`config.mk`:
```
export PLATFORM = sky130hd
export DESIGN_NAME = cpu_control_unit
export DESIGN_NICKNAME = d
export VERILOG_FILES = /design/src/rtl/cpu_control_unit.sv
export SDC_FILE = /design/constraint.sdc
export NUM_CORES = 1
export LEC_CHECK = 0
export ABC_AREA = 1
export CORE_AREA = 2 2 77 79
export DETAILED_ROUTE_END_ITERATION = 8
export DIE_AREA = 0 0 79 81
export GPL_TIMING_DRIVEN = 0
export PLACE_DENSITY_LB_ADDON = 0.08
export RECOVER_POWER = 50
export SYNTH_ARGS = -nofsm -noshare
export SYNTH_HDL_FRONTEND = slang
export SYNTH_SLANG_ARGS = --single-unit
```
`constraint.sdc`:
```
create_clock -name clk -period 1.75 [get_ports clk]
set_clock_uncertainty 0.2 [all_clocks]
set_input_delay 0.35 -clock clk [delete_from_list [all_inputs] [get_ports clk]]
set_output_delay 0.35 -clock clk [all_outputs]
set_load 0.05 [all_outputs]
```
`src/rtl/cpu_control_unit.sv`:
```
// cpu_control_unit: multi-cycle fetch/decode/execute sequencer for the 8-bit
// four-register CPU. Fetches instruction bytes over a req/valid handshake,
// drives the register-file addresses and write strobe, selects the external
// ALU operation, and holds the program counter and the Z/C flags.
module cpu_control_unit #(
    parameter int unsigned         PC_WIDTH = 8,
    parameter logic [PC_WIDTH-1:0] RESET_PC = '0
) (
    input  logic                clk,
    input  logic                rst_n,
    output logic                imem_req,
    output logic [PC_WIDTH-1:0] imem_addr,
    input  logic                imem_valid,
    input  logic [7:0]          imem_data,
    output logic [1:0]          rf_read_addr_s,
    output logic [1:0]          rf_read_addr_d,
    output logic [1:0]          rf_write_addr_d,
    output logic                rf_write_enable,
    output logic [7:0]          rf_write_data,
    output logic [2:0]          alu_op,
    input  logic [7:0]          alu_result,
    input  logic                alu_zero,
    input  logic                alu_carry,
    output logic                halted
);

    typedef enum logic [2:0] {
        S_IDLE,
        S_FETCH,
        S_DECODE,
        S_FETCH_IMM,
        S_EXEC,
        S_WB,
        S_HALT
    } state_e;

    typedef enum logic [3:0] {
        OP_NOP    = 4'h0,
        OP_MOV    = 4'h1,
        OP_ADD    = 4'h2,
        OP_SUB    = 4'h3,
        OP_AND    = 4'h4,
        OP_OR     = 4'h5,
        OP_XOR    = 4'h6,
        OP_NOT    = 4'h7,
        OP_CMP    = 4'h8,
        OP_LDI    = 4'h9,
        OP_JMP    = 4'hA,
        OP_JZ     = 4'hB,
        OP_JC     = 4'hC,
        OP_RSVD_D = 4'hD,
        OP_RSVD_E = 4'hE,
        OP_HALT   = 4'hF
    } opcode_e;

    // ALU operation codes seen by the external combinational ALU
    localparam logic [2:0] ALU_PASS_S = 3'd0;
    localparam logic [2:0] ALU_ADD    = 3'd1;
    localparam logic [2:0] ALU_SUB    = 3'd2;
    localparam logic [2:0] ALU_AND    = 3'd3;
    localparam logic [2:0] ALU_OR     = 3'd4;
    localparam logic [2:0] ALU_XOR    = 3'd5;
    localparam logic [2:0] ALU_NOT_S  = 3'd6;

    state_e              state;
    logic [PC_WIDTH-1:0] pc;
    logic [7:0]          ir;
    logic [7:0]          imm;
    logic [7:0]          result;
    logic                flag_z;
    logic                flag_c;
    opcode_e             opcode;

    assign opcode          = opcode_e'(ir[7:4]);
    assign imem_addr       = pc;
    assign rf_read_addr_s  = ir[1:0];
    assign rf_read_addr_d  = ir[3:2];
    assign rf_write_addr_d = ir[3:2];
    assign rf_write_data   = result;

    function automatic logic [2:0] alu_sel(input opcode_e op);
        case (op)
            OP_MOV:  alu_sel = ALU_PASS_S;
            OP_ADD:  alu_sel = ALU_ADD;
            OP_SUB:  alu_sel = ALU_SUB;
            OP_AND:  alu_sel = ALU_AND;
            OP_OR:   alu_sel = ALU_OR;
            OP_XOR:  alu_sel = ALU_XOR;
            OP_NOT:  alu_sel = ALU_NOT_S;
            OP_CMP:  alu_sel = ALU_SUB;
            default: alu_sel = ALU_PASS_S;
        endcase
    endfunction

    // Sequencer: state, architectural registers and all registered outputs.
    // imem_req is set on every transition into a fetch state so it is already
    // high during the first fetch cycle; alu_op is selected on leaving DECODE
    // so it is stable for the whole EXEC cycle.
    always_ff @(posedge clk or negedge rst_n) begin
        if (!rst_n) begin
            state           <= S_IDLE;
            pc              <= RESET_PC;
            ir              <= '0;
            imm             <= '0;
            result          <= '0;
            flag_z          <= 1'b0;
            flag_c          <= 1'b0;
            imem_req        <= 1'b0;
            rf_write_enable <= 1'b0;
            alu_op          <= '0;
            halted          <= 1'b0;
        end else begin
            rf_write_enable <= 1'b0;
            case (state)
                S_IDLE: begin
                    state    <= S_FETCH;
                    imem_req <= 1'b1;
                end
                S_FETCH: begin
                    if (imem_valid) begin
                        ir       <= imem_data;
                        pc       <= pc + PC_WIDTH'(1);
                        imem_req <= 1'b0;
                        state    <= S_DECODE;
                    end
                end
                S_DECODE: begin
                    alu_op <= alu_sel(opcode);
                    case (opcode)
                        OP_NOP, OP_RSVD_D, OP_RSVD_E: begin
                            state    <= S_FETCH;
                            imem_req <= 1'b1;
                        end
                        OP_HALT: begin
                            state  <= S_HALT;
                            halted <= 1'b1;
                        end
                        OP_LDI, OP_JMP, OP_JZ, OP_JC: begin
                            state    <= S_FETCH_IMM;
                            imem_req <= 1'b1;
                        end
                        default: state <= S_EXEC;
                    endcase
                end
                S_FETCH_IMM: begin
                    if (imem_valid) begin
                        imm      <= imem_data;
                        pc       <= pc + PC_WIDTH'(1);
                        imem_req <= 1'b0;
                        state    <= S_EXEC;
                    end
                end
                S_EXEC: begin
                    case (opcode)
                        OP_MOV: begin
                            result          <= alu_result;
                            rf_write_enable <= 1'b1;
                            state           <= S_WB;
                        end
                        OP_ADD, OP_SUB, OP_AND, OP_OR, OP_XOR, OP_NOT: begin
                            result          <= alu_result;
                            flag_z          <= alu_zero;
                            flag_c          <= alu_carry;
                            rf_write_enable <= 1'b1;
                            state           <= S_WB;
                        end
                        OP_CMP: begin
                            result   <= alu_result;
                            flag_z   <= alu_zero;
                            flag_c   <= alu_carry;
                            imem_req <= 1'b1;
                            state    <= S_FETCH;
                        end
                        OP_LDI: begin
                            result          <= imm;
                            rf_write_enable <= 1'b1;
                            state           <= S_WB;
                        end
                        OP_JMP: begin
                            pc       <= PC_WIDTH'(imm);
                            imem_req <= 1'b1;
                            state    <= S_FETCH;
                        end
                        OP_JZ: begin
                            if (flag_z) pc <= PC_WIDTH'(imm);
                            imem_req <= 1'b1;
                            state    <= S_FETCH;
                        end
                        OP_JC: begin
                            if (flag_c) pc <= PC_WIDTH'(imm);
                            imem_req <= 1'b1;
                            state    <= S_FETCH;
                        end
                        default: begin
                            imem_req <= 1'b1;
                            state    <= S_FETCH;
                        end
                    endcase
                end
                S_WB: begin
                    imem_req <= 1'b1;
                    state    <= S_FETCH;
                end
                S_HALT: begin
                    imem_req <= 1'b0;
                    halted   <= 1'b1;
                end
                default: begin
                    imem_req <= 1'b0;
                    state    <= S_IDLE;
                end
            endcase
        end
    end

endmodule

```
* Word level (Yosys, flattened, before mapping)
Memory sizes are Yosys's and may differ from the RTL's. A register that Yosys moved wholly into a read port is not among the register bits.
Index checks and enable logic that the tools add are counted.
** Cells by class
- $add $sub $neg :: 1
- Equal/unequal tests :: 30
- Multiplexer cells :: 19
- Bitwise gates (word level) :: 1
- Reductions and logical operators :: 22
** Operators by type and width (count)
- 4-bit equality test, second input constant :: 8
- 8-bit one-hot mux with 2 select lines :: 2
- 8-bit 2-to-1 mux :: 3
- 8-bit one-hot mux with 3 select lines :: 1
- 3-bit one-hot mux with 6 select lines :: 1
- 4-bit by 3-bit equality test with 1-bit output, second input constant :: 4
- 8-bit OR reduction :: 2
- 7-bit OR reduction :: 2
- 2-bit inequality test, second input constant :: 5
- 2-bit AND reduction :: 5
- 3-bit equality test, second input constant :: 3
- 3-bit 2-to-1 mux :: 3
- 3-bit one-hot mux with 3 select lines :: 1
- 8-bit by 1-bit adder with 8-bit output, second input constant :: 1
- 4-bit by 2-bit equality test with 1-bit output, second input constant :: 2
- 3-bit by 2-bit equality test with 1-bit output, second input constant :: 2
- 1-bit 2-to-1 mux :: 6
- 3-bit inequality test, second input constant :: 2
- 3-bit AND reduction :: 2
- 2-bit nonzero test :: 3
- 5-bit AND reduction :: 1
- 4-bit by 1-bit equality test with 1-bit output, second input constant :: 1
- 4-bit logical NOT :: 1
- 4-bit by 2-bit inequality test with 1-bit output, second input constant :: 1
- other kinds (10) :: 11
** Word-level totals
- Bits in registers :: 40
- Bits in read-only memories :: 48
- Output and inout bits :: 28
- Memories :: 1
** Memories
- (name not given) :: depth 16, bits a word 3, read ports 1, clocked after memory_dff 1, wr ports 0, line 82 : case (op)

* Logic depth before layout (Yosys ltp)
Gate-level depths: netlist of the first run.
- Depth in word-level cells :: 4
- Mapped depth :: 10
- Mapped depth without buffers :: 10

* Least setup slack after synthesis of the first run
OpenSTA, ideal clock, no wires.
- Kind :: reg2reg
- Start :: register pc[0] (netlist: imem_addr[0])
- End :: register pc[6] (netlist: imem_addr[6])
- Setup time :: 0.118 ns
- Arrival :: 1.470 ns
- Data required time :: 1.432 ns
- Setup slack :: -0.038 ns
- Cell stages (with the launch flop) :: 9
- Path buffers :: 0
- Cell sequence :: dfrtp_1 -> ha_1 -> nand3_1 -> nor2_1 -> nand2_1 -> nand3_1 -> nand2_1 -> nand3_1 -> nand2_1
** Between the ends
- Word-level cells in the longest chain between the ends :: 3
** RTL lines
- from (decl) :: line 66 : logic [PC_WIDTH-1:0] pc;
- from (signal assigned) :: line 122 : pc <= pc + PC_WIDTH'(1);
- from (signal assigned) :: line 148 : pc <= pc + PC_WIDTH'(1);
- from (signal assigned) :: line 180 : pc <= PC_WIDTH'(imm);
- 8-bit by 1-bit adder with 8-bit output :: line 122, 148
- 8-bit 2-to-1 mux :: line 120, 146
- 8-bit one-hot mux with 2 select lines :: line 114 : case (state)
Every way passes these cells. The select of a mux whose other input is x is not followed.
A chain may end at the register's enable or synchronous reset.

* Worst setup path after layout of the first run
- Start :: register ir[4]
- End :: register result[5] (netlist: rf_write_data[5])
** Between the ends
- Word-level cells in the longest chain between the ends :: 4
** RTL lines
- from (decl) :: line 67 : logic [7:0] ir;
- from (signal assigned) :: line 121 : ir <= imem_data;
- 4-bit by 2-bit equality test with 1-bit output, or another cell as far along :: line 154 : case (opcode)
- 8-bit OR reduction (no line)
- 2-bit nonzero test (no line)
- 2-bit AND reduction (no line)
- to (signal assigned) :: line 156 : result <= alu_result;
- to (signal assigned) :: line 161 : result <= alu_result;
- to (signal assigned) :: line 168 : result <= alu_result;
- to (decl) :: line 69 : logic [7:0] result;
Several ways; a longest one is shown, not always the timed one.

==> reports/summary.txt, run 1 <==
CLOCK TREE
-------------------------------------------------------------------------------------
Number of buffers created by CTS .......................................            5
Latest clock arrival within the worst-skew pair ........................      0.30 ns
Clock sink total .......................................................           43
Root buffer selected by CTS ............................................     clkbuf_8
TritonCTS clock tree ...................................................         done
Clock transition at the registers of the reported paths ................      0.08 ns
H-tree level count .....................................................            2
Longest Clk Path Bufs ..................................................            2

YOSYS
-------------------------------------------------------------------------------------
Area fraction of the dominant cell type after synthesis ................        42.4%
Mapped Area ............................................................    2540 um^2
Most used DFF post-synth ...............................................      dfrtp_1
Post-synthesis cell type with the largest combined area ................      dfrtp_1
Post-synthesis sequential element count ................................           43
Sequential-to-total area share from yosys stat .........................        42.4%
Synthesized area per cell ..............................................    7.51 um^2
Asr flop ratio synth ...................................................         100%
Synthesis Warnings .....................................................            0
Unique cell type count in the Yosys netlist ............................           28
Area contributors post-synth ........................................... dfrtp_1 42%, nand2_1 14%, nand3_1 10%, inv_1 5.3%, nor2_1 3.8%
Number of nets in the synthesized netlist ..............................          365
Gate count of the mapped netlist .......................................          338
Number of synthesized flops with an enable pin .........................            0

STA
-------------------------------------------------------------------------------------
Total Neg Setup Slack ..................................................    -0.161 ns
Final clock period utilization by the worst path .......................         102%
Headroom to the max-slew limit .........................................        65.2%
Maximum clock frequency ................................................      562 MHz
Final-report setup violation count .....................................            8
Setup repair after global routing missed its margin ....................         true
Final Hold Fails .......................................................            0
Worst hold margin ......................................................     0.270 ns
Min Tclk post-route ....................................................      1.78 ns
Slew at the pin closest to its max-slew limit ..........................     0.522 ns
Setup slack of the critical path after layout ..........................   -0.0302 ns
Final-report max-slew violation count ..................................            0

SETUP PATH
-------------------------------------------------------------------------------------
Worst reg2reg path startpoint .......................................... ir[4]$_DFFE_PN0P_
Endpoint class of the critical path ....................................     register
Worst Path Required ....................................................      1.74 ns
Kind of critical path .................................................. register to register
CP Data Arrival Time ...................................................      1.77 ns
Cells on worst reg2reg path ............................................            8
CP Launch Point ........................................................ ir[4]$_DFFE_PN0P_
Worst Setup Start Kind .................................................     register
Critical-path maximum fanout ...........................................            8

FINAL LAYOUT
-------------------------------------------------------------------------------------
Filler cell count in the final layout ..................................          535
Fraction of layout instances using a drive strength above 1 ............        29.6%
Final #Nets ............................................................          429
Util after Layout ......................................................        61.4%
Multi-input gate area ..................................................    1430 um^2
Layout area overhead ...................................................        37.1%
Diode insertion count for antenna repair ...............................            0
Area taken by flip-flops and latches ...................................    1080 um^2

PLACED DESIGN
-------------------------------------------------------------------------------------
Half-perimeter wire length after placement .............................      4480 um
Number of buffer cells added on primary ports ..........................           48
Final weighted congestion in routability-driven placement ..............        0.839

GRT
-------------------------------------------------------------------------------------
Total track usage ......................................................        20.6%
Number of global-route vias before repair ..............................         2271
Number of antenna violations at the first check in global routing ......            0
Aggregate global routing overflow ......................................            0
Global-route wire length before repair .................................     10400 um
Maximum number of pins on one net before global-route repair ...........           23

POWER AND IR DROP
-------------------------------------------------------------------------------------
Lkg Pwr ................................................................      1.68 nW
Power per cell area .................................................... 1920 nW/um^2
Maximum ir drop on the vdd rail ........................................     0.994 mV
Post-layout power ......................................................    0.00670 W

WORST HOLD PATH
-------------------------------------------------------------------------------------
Number of cells traversed by the worst hold path .......................            2
Type of the most critical hold path .................................... register to register
Min-delay src .......................................................... halted$_DFFE_PN0P_

DRT
-------------------------------------------------------------------------------------
DRC errors left ........................................................            0
Routed len/inst ........................................................      13.4 um
Total length of routed wires ...........................................      6380 um
Count of routing violations after the opening detailed-route iteration .          123
Vias ...................................................................         2368
Number of nets with antenna violations after detailed routing ..........            0
Post-DR vias/cell ......................................................         4.96
Router iterations before antenna repair ................................            5

DIE
-------------------------------------------------------------------------------------
Core region area .......................................................    5680 um^2
Die Span X .............................................................        79 um
Effective utilization at floorplan .....................................        44.8%
IO Pins ................................................................           49
# rows .................................................................           28
Die footprint ..........................................................    6400 um^2
Die Height .............................................................        81 um

STATUS
-------------------------------------------------------------------------------------
Violated checks ........................................................ negative setup slack
Run status ............................................................. complete, but fails checks

RUN
-------------------------------------------------------------------------------------
Max capacitance violation total ........................................            0

-- routing by layer --
| metal | vias to the layer above | global-route usage [%] | part of all wire, % | routed length [um] |
|---|---|---|---|---|
| li1 | 1206 | - | - | - |
| met1 | 1092 | 26.6 | 45 | 2870 |
| met2 | 55 | 35.3 | 49 | 3140 |
| met3 | 15 | 3.67 | 3.5 | 224 |
| met4 | 0 | 6.90 | 2.3 | 146 |
| met5 | - | 0 | 0 | 0 |
-- logic make-up after synthesis --
group                      after synthesis  synth area share [%]
and+or+nand+nor                        189                  33.1
buffers and inverters                   55                  10.6
DFF                                     43                  42.4
AOI/OAI and AO/OA                       42                  9.85
adders and majority gates                6                  2.96
xor gates and xnor gates                 2                 0.690
muxes                                    1                 0.443
-- repair_timing --
action,4_1_cts,5_1_grt
cloned,0,1
setup buffers,2,4
hold buffers,1,0
gates resized for setup,94,54
pin swaps,8,16
hold endpoints to repair,21,0
setup endpoints to repair,48,37
-- through the flow --
stage / cell area (um^2) / setup slack [ns] / std cells
floorplan: 2540 / 0.102 / 338
global placement: 3120 / -1.20 / 461
detailed placement: 3140 / -0.205 / 462
CTS: 3370 / 0.00238 / 472
global route: 3480 / -0.0995 / 477
finish: 3480 / -0.0302 / 477
-- critical path: stages (launching register included) --
cell and delay [ns]:
dfrtp_2 0.48, inv_4 0.07, ha_4 0.19, nand3_2 0.09
o21ai_1 0.12, nor2_4 0.17, nand3_4 0.18, nand3_2 0.11
nand2_1 0.05
-- area by class of cell --
class	instances	share of cell area (%)
flip-flops and latches	43	31.1
repair buffers	56	14.8
multi-input cells	241	41.0
well taps	75	2.69
inverters	40	4.60
clock inverters	1	0.216
clock buffers	6	2.08
plain buffers	15	3.48
-- sequential cells by signal (all words and copies together), names as in the netlist --
signal / flops
imm: 8
flag_z: 1
ir: 8
flag_c: 1
rf_write_enable: 1
imem_addr: 8
rf_write_data: 8
halted: 1
state: 3
alu_op: 3
imem_req: 1
-- where the power goes --
group	switching, W	internal [W]	leakage [nW]
logic	0.00280	0.00141	1.11
clock network	0.000348	0.000274	0.0373
registers	0.000416	0.00144	0.530
total	0.00357	0.00313	1.68
-- layout by cell type, fill, tap and decap left out, types with 2 or more instances in the layout --
master / instances
buf_6: 3
nand2_4: 3
nand3_2: 16
inv_1: 31
dfrtp_2: 5
clkdlybuf4s50_1: 19
nand2_1: 91
clkdlybuf4s15_1: 8
clkbuf_8: 5
ha_1: 2
nor2_2: 5
o21ai_0: 7
ha_4: 4
buf_2: 3
nand3_1: 37
dfrtp_1: 38
a21oi_4: 2
nor2_1: 20
nand2_2: 9
inv_4: 4
o21ai_2: 8
nor2_4: 5
xnor2_1: 2
inv_2: 5
nand3_4: 3
clkdlybuf4s15_2: 12
o21ai_1: 19
buf_4: 17
clkbuf_2: 6
-- final timing paths --
check	to	slack (ns)
min in group asynchronous	halted$_DFFE_PN0P_	0.35
max in group asynchronous	imem_addr[0]$_DFFE_PN0P_	0.23
hold reg to reg	halted$_DFFE_PN0P_	0.27
setup / recovery	rf_write_data[5]$_DFFE_PN0P_	-0.03
hold / removal	halted$_DFFE_PN0P_	0.27
setup reg to reg	rf_write_data[5]$_DFFE_PN0P_	-0.03
-- cell usage after synthesis, types with 2 or more instances --
cell,number
nor2_2,3
o21ai_0,14
ha_1,6
xnor2_1,2
a21oi_1,4
nand2_1,96
dfrtp_1,43
nand2_2,6
o21ai_2,8
nand3_1,52
buf_6,3
inv_2,3
inv_1,36
buf_4,10
o21ai_1,12
nand3_2,3
nor2_1,26
(Power assumes the default switching activity.)
==> run 2: changes to the inputs <==
--- a/config.mk
+++ b/config.mk
@@ -12,6 +12,8 @@
 export GPL_TIMING_DRIVEN = 0
 export PLACE_DENSITY_LB_ADDON = 0.08
 export RECOVER_POWER = 50
+export SETUP_SLACK_MARGIN = 0.3
+export SLEW_MARGIN = 20
 export SYNTH_ARGS = -nofsm -noshare
 export SYNTH_HDL_FRONTEND = slang
 export SYNTH_SLANG_ARGS = --single-unit
==> reports/summary.txt, run 2 (synthesis gave the netlist of run 1 again) <==
STATUS
-------------------------------------------------------------------------------------
Run status ............................................................. finished, final reports clean

DRT
-------------------------------------------------------------------------------------
DRC errors left ........................................................            0
Number of nets with antenna violations after detailed routing ..........            0
Vias ...................................................................         2534
Total length of routed wires ...........................................      6740 um
Router iterations before antenna repair ................................            4
Routed len/inst ........................................................      13.3 um
Count of routing violations after the opening detailed-route iteration .           95
Post-DR vias/cell ......................................................         5.01

STA
-------------------------------------------------------------------------------------
Final-report setup violation count .....................................            0
Min Tclk post-route ....................................................      1.74 ns
Final Hold Fails .......................................................            0
Slew at the pin closest to its max-slew limit ..........................     0.894 ns
Final-report max-slew violation count ..................................            0
Final clock period utilization by the worst path .......................        99.3%
Headroom to the max-slew limit .........................................        40.4%
Setup repair after global routing missed its margin ....................         true
Maximum clock frequency ................................................      576 MHz

DIE
-------------------------------------------------------------------------------------
Die Height .............................................................        81 um
Core region area .......................................................    5680 um^2
Die Span X .............................................................        79 um
IO Pins ................................................................           49
# rows .................................................................           28
Effective utilization at floorplan .....................................        44.8%
Die footprint ..........................................................    6400 um^2

SETUP PATH
-------------------------------------------------------------------------------------
CP Data Arrival Time ...................................................      1.78 ns
Cells on worst reg2reg path ............................................            9
Highest-delay cell along the critical path .............................      dfrtp_2
Kind of critical path .................................................. register to register
CP cell instances ...................................................... inv_4, ha_4, inv_2, a21oi_2, nor2_2, nand2_2, nand2_4, nand3_1, nand2_1
Critical-path maximum fanout ...........................................            5
Worst Setup Start Kind .................................................     register
Highest cell delay on the worst timing path ............................      0.46 ns
Endpoint class of the critical path ....................................     register
Worst Path Required ....................................................      1.80 ns

CLOCK TREE
-------------------------------------------------------------------------------------
Clock sink total .......................................................           43
TritonCTS clock tree ...................................................         done
Number of buffers created by CTS .......................................            5
Latest clock arrival within the worst-skew pair ........................      0.30 ns
Longest Clk Path Bufs ..................................................            2
Root buffer selected by CTS ............................................     clkbuf_8
H-tree level count .....................................................            2
Clock transition at the registers of the reported paths ................      0.09 ns

GRT
-------------------------------------------------------------------------------------
Aggregate global routing overflow ......................................            0
Maximum number of pins on one net before global-route repair ...........           30
Number of global-route vias before repair ..............................         2445
Global-route wire length before repair .................................     11300 um
Number of antenna violations at the first check in global routing ......            0
Total track usage ......................................................        22.6%

PLACED DESIGN
-------------------------------------------------------------------------------------
Half-perimeter wire length after placement .............................      4500 um
Number of buffer cells added on primary ports ..........................           48
Instance area at placement .............................................    3240 um^2
Final weighted congestion in routability-driven placement ..............        0.861

FINAL LAYOUT
-------------------------------------------------------------------------------------
Diode insertion count for antenna repair ...............................            0
Most frequent standard cell in the layout excluding fill and tap cells .      nand2_1
Final #Nets ............................................................          457
Layout area overhead ...................................................        61.3%
Fraction of layout instances using a drive strength above 1 ............        44.8%
Most used cells in the layout excluding fill and tap cells ............. 75 x nand2_1, 34 x dfrtp_1, 30 x buf_4
Area of all placed cells without fillers ...............................    4100 um^2
Util after Layout ......................................................        72.2%

POWER AND IR DROP
-------------------------------------------------------------------------------------
Maximum ir drop on the vdd rail ........................................      1.20 mV
Power per cell area .................................................... 1970 nW/um^2
Lkg Pwr ................................................................      2.00 nW

WORST HOLD PATH
-------------------------------------------------------------------------------------
Type of the most critical hold path .................................... register to register
Number of cells traversed by the worst hold path .......................            2

RUN
-------------------------------------------------------------------------------------
Max capacitance violation total ........................................            0

## run 2: cell types whose count changed in the layout (fill, tap and decap cells not counted), sizes merged
cell	delta
buf	+50
bufinv	+1
clkbuf	-1
clkdlybuf4s15	-20
clkinv	+1
clkinvlp	-1
dlygate4sd2	-1
## run 2: area by class of cell
cell class / count / area [um^2]
Inverter: 40 / 168
Timing Repair Buffer: 84 / 861
Clock inverter: 2 / 35.0
Sequential cell: 43 / 1090
Multi-Input combinational cell: 241 / 1620
Fill cell: 452 / 1580
Buffer: 15 / 154
Tap cell: 75 / 93.8
Clock buffer: 6 / 82.6
## run 2: layer usage
metal  GRT usage, %  vias to the layer above  wire length (um)
li1               -                     1268                 -
met1           28.7                     1207              2930
met2           39.4                       50              3470
met3           4.56                        9               259
met4           6.03                        0                83
met5              0                        -                 0
## run 2: worst paths after layout
check / start / to / slack [ns]
min in group asynchronous: rst_n / imem_req$_DFFE_PN0P_ / 0.48
worst min-delay path: halted$_DFFE_PN0P_ / halted$_DFFE_PN0P_ / 0.27
worst min register to register: halted$_DFFE_PN0P_ / halted$_DFFE_PN0P_ / 0.27
worst max-delay path: ir[5]$_DFFE_PN0P_ / rf_write_data[2]$_DFFE_PN0P_ / 0.01
worst max register to register: ir[5]$_DFFE_PN0P_ / rf_write_data[2]$_DFFE_PN0P_ / 0.01
max in group asynchronous: rst_n / imem_addr[1]$_DFFE_PN0P_ / 0.14
## run 2: critical path, delay by kind of cell (launching register included)
family                   cells  cell delay, ns
AND/OR/NAND/NOR              5            0.63
AO/OA/AOI/OAI                1            0.06
flip-flops                   1            0.46
adder cells (fa/ha/maj)      1            0.18
buffers and inverters        2            0.14
## run 2: where the power goes
group	internal (W)	switching [W]	total (W)	leakage, nW
clock	0.000462	0.000371	0.000833	0.0612
sequential	0.00145	0.000497	0.00195	0.525
combinational	0.00219	0.00308	0.00528	1.41
## run 2: what timing repair did
action	in CTS	in global routing
endpoints found under the setup margin	69	67
hold endpoints to repair	14	0
pin swaps	27	24
cloned	3	0
gates resized for setup	249	63
hold buffers	1	0
buffers inserted	25	7
## run 2: per-stage QoR
step,cells,hold slack [ns],setup WS (ns),setup TNS [ns],power (W)
6_report,506,0.267,0.0126,0,0.00806
5_1_grt,506,0.314,-0.118,-2.06,0.00860
4_1_cts,499,0.277,0.0179,0,0.00750
3_5_place_dp,462,0.0911,-0.0916,-0.725,0.00582
3_3_place_gp,461,0.246,-1.26,-48.69,0.00577
2_1_floorplan,338,-0.146,0.157,0,0.00472
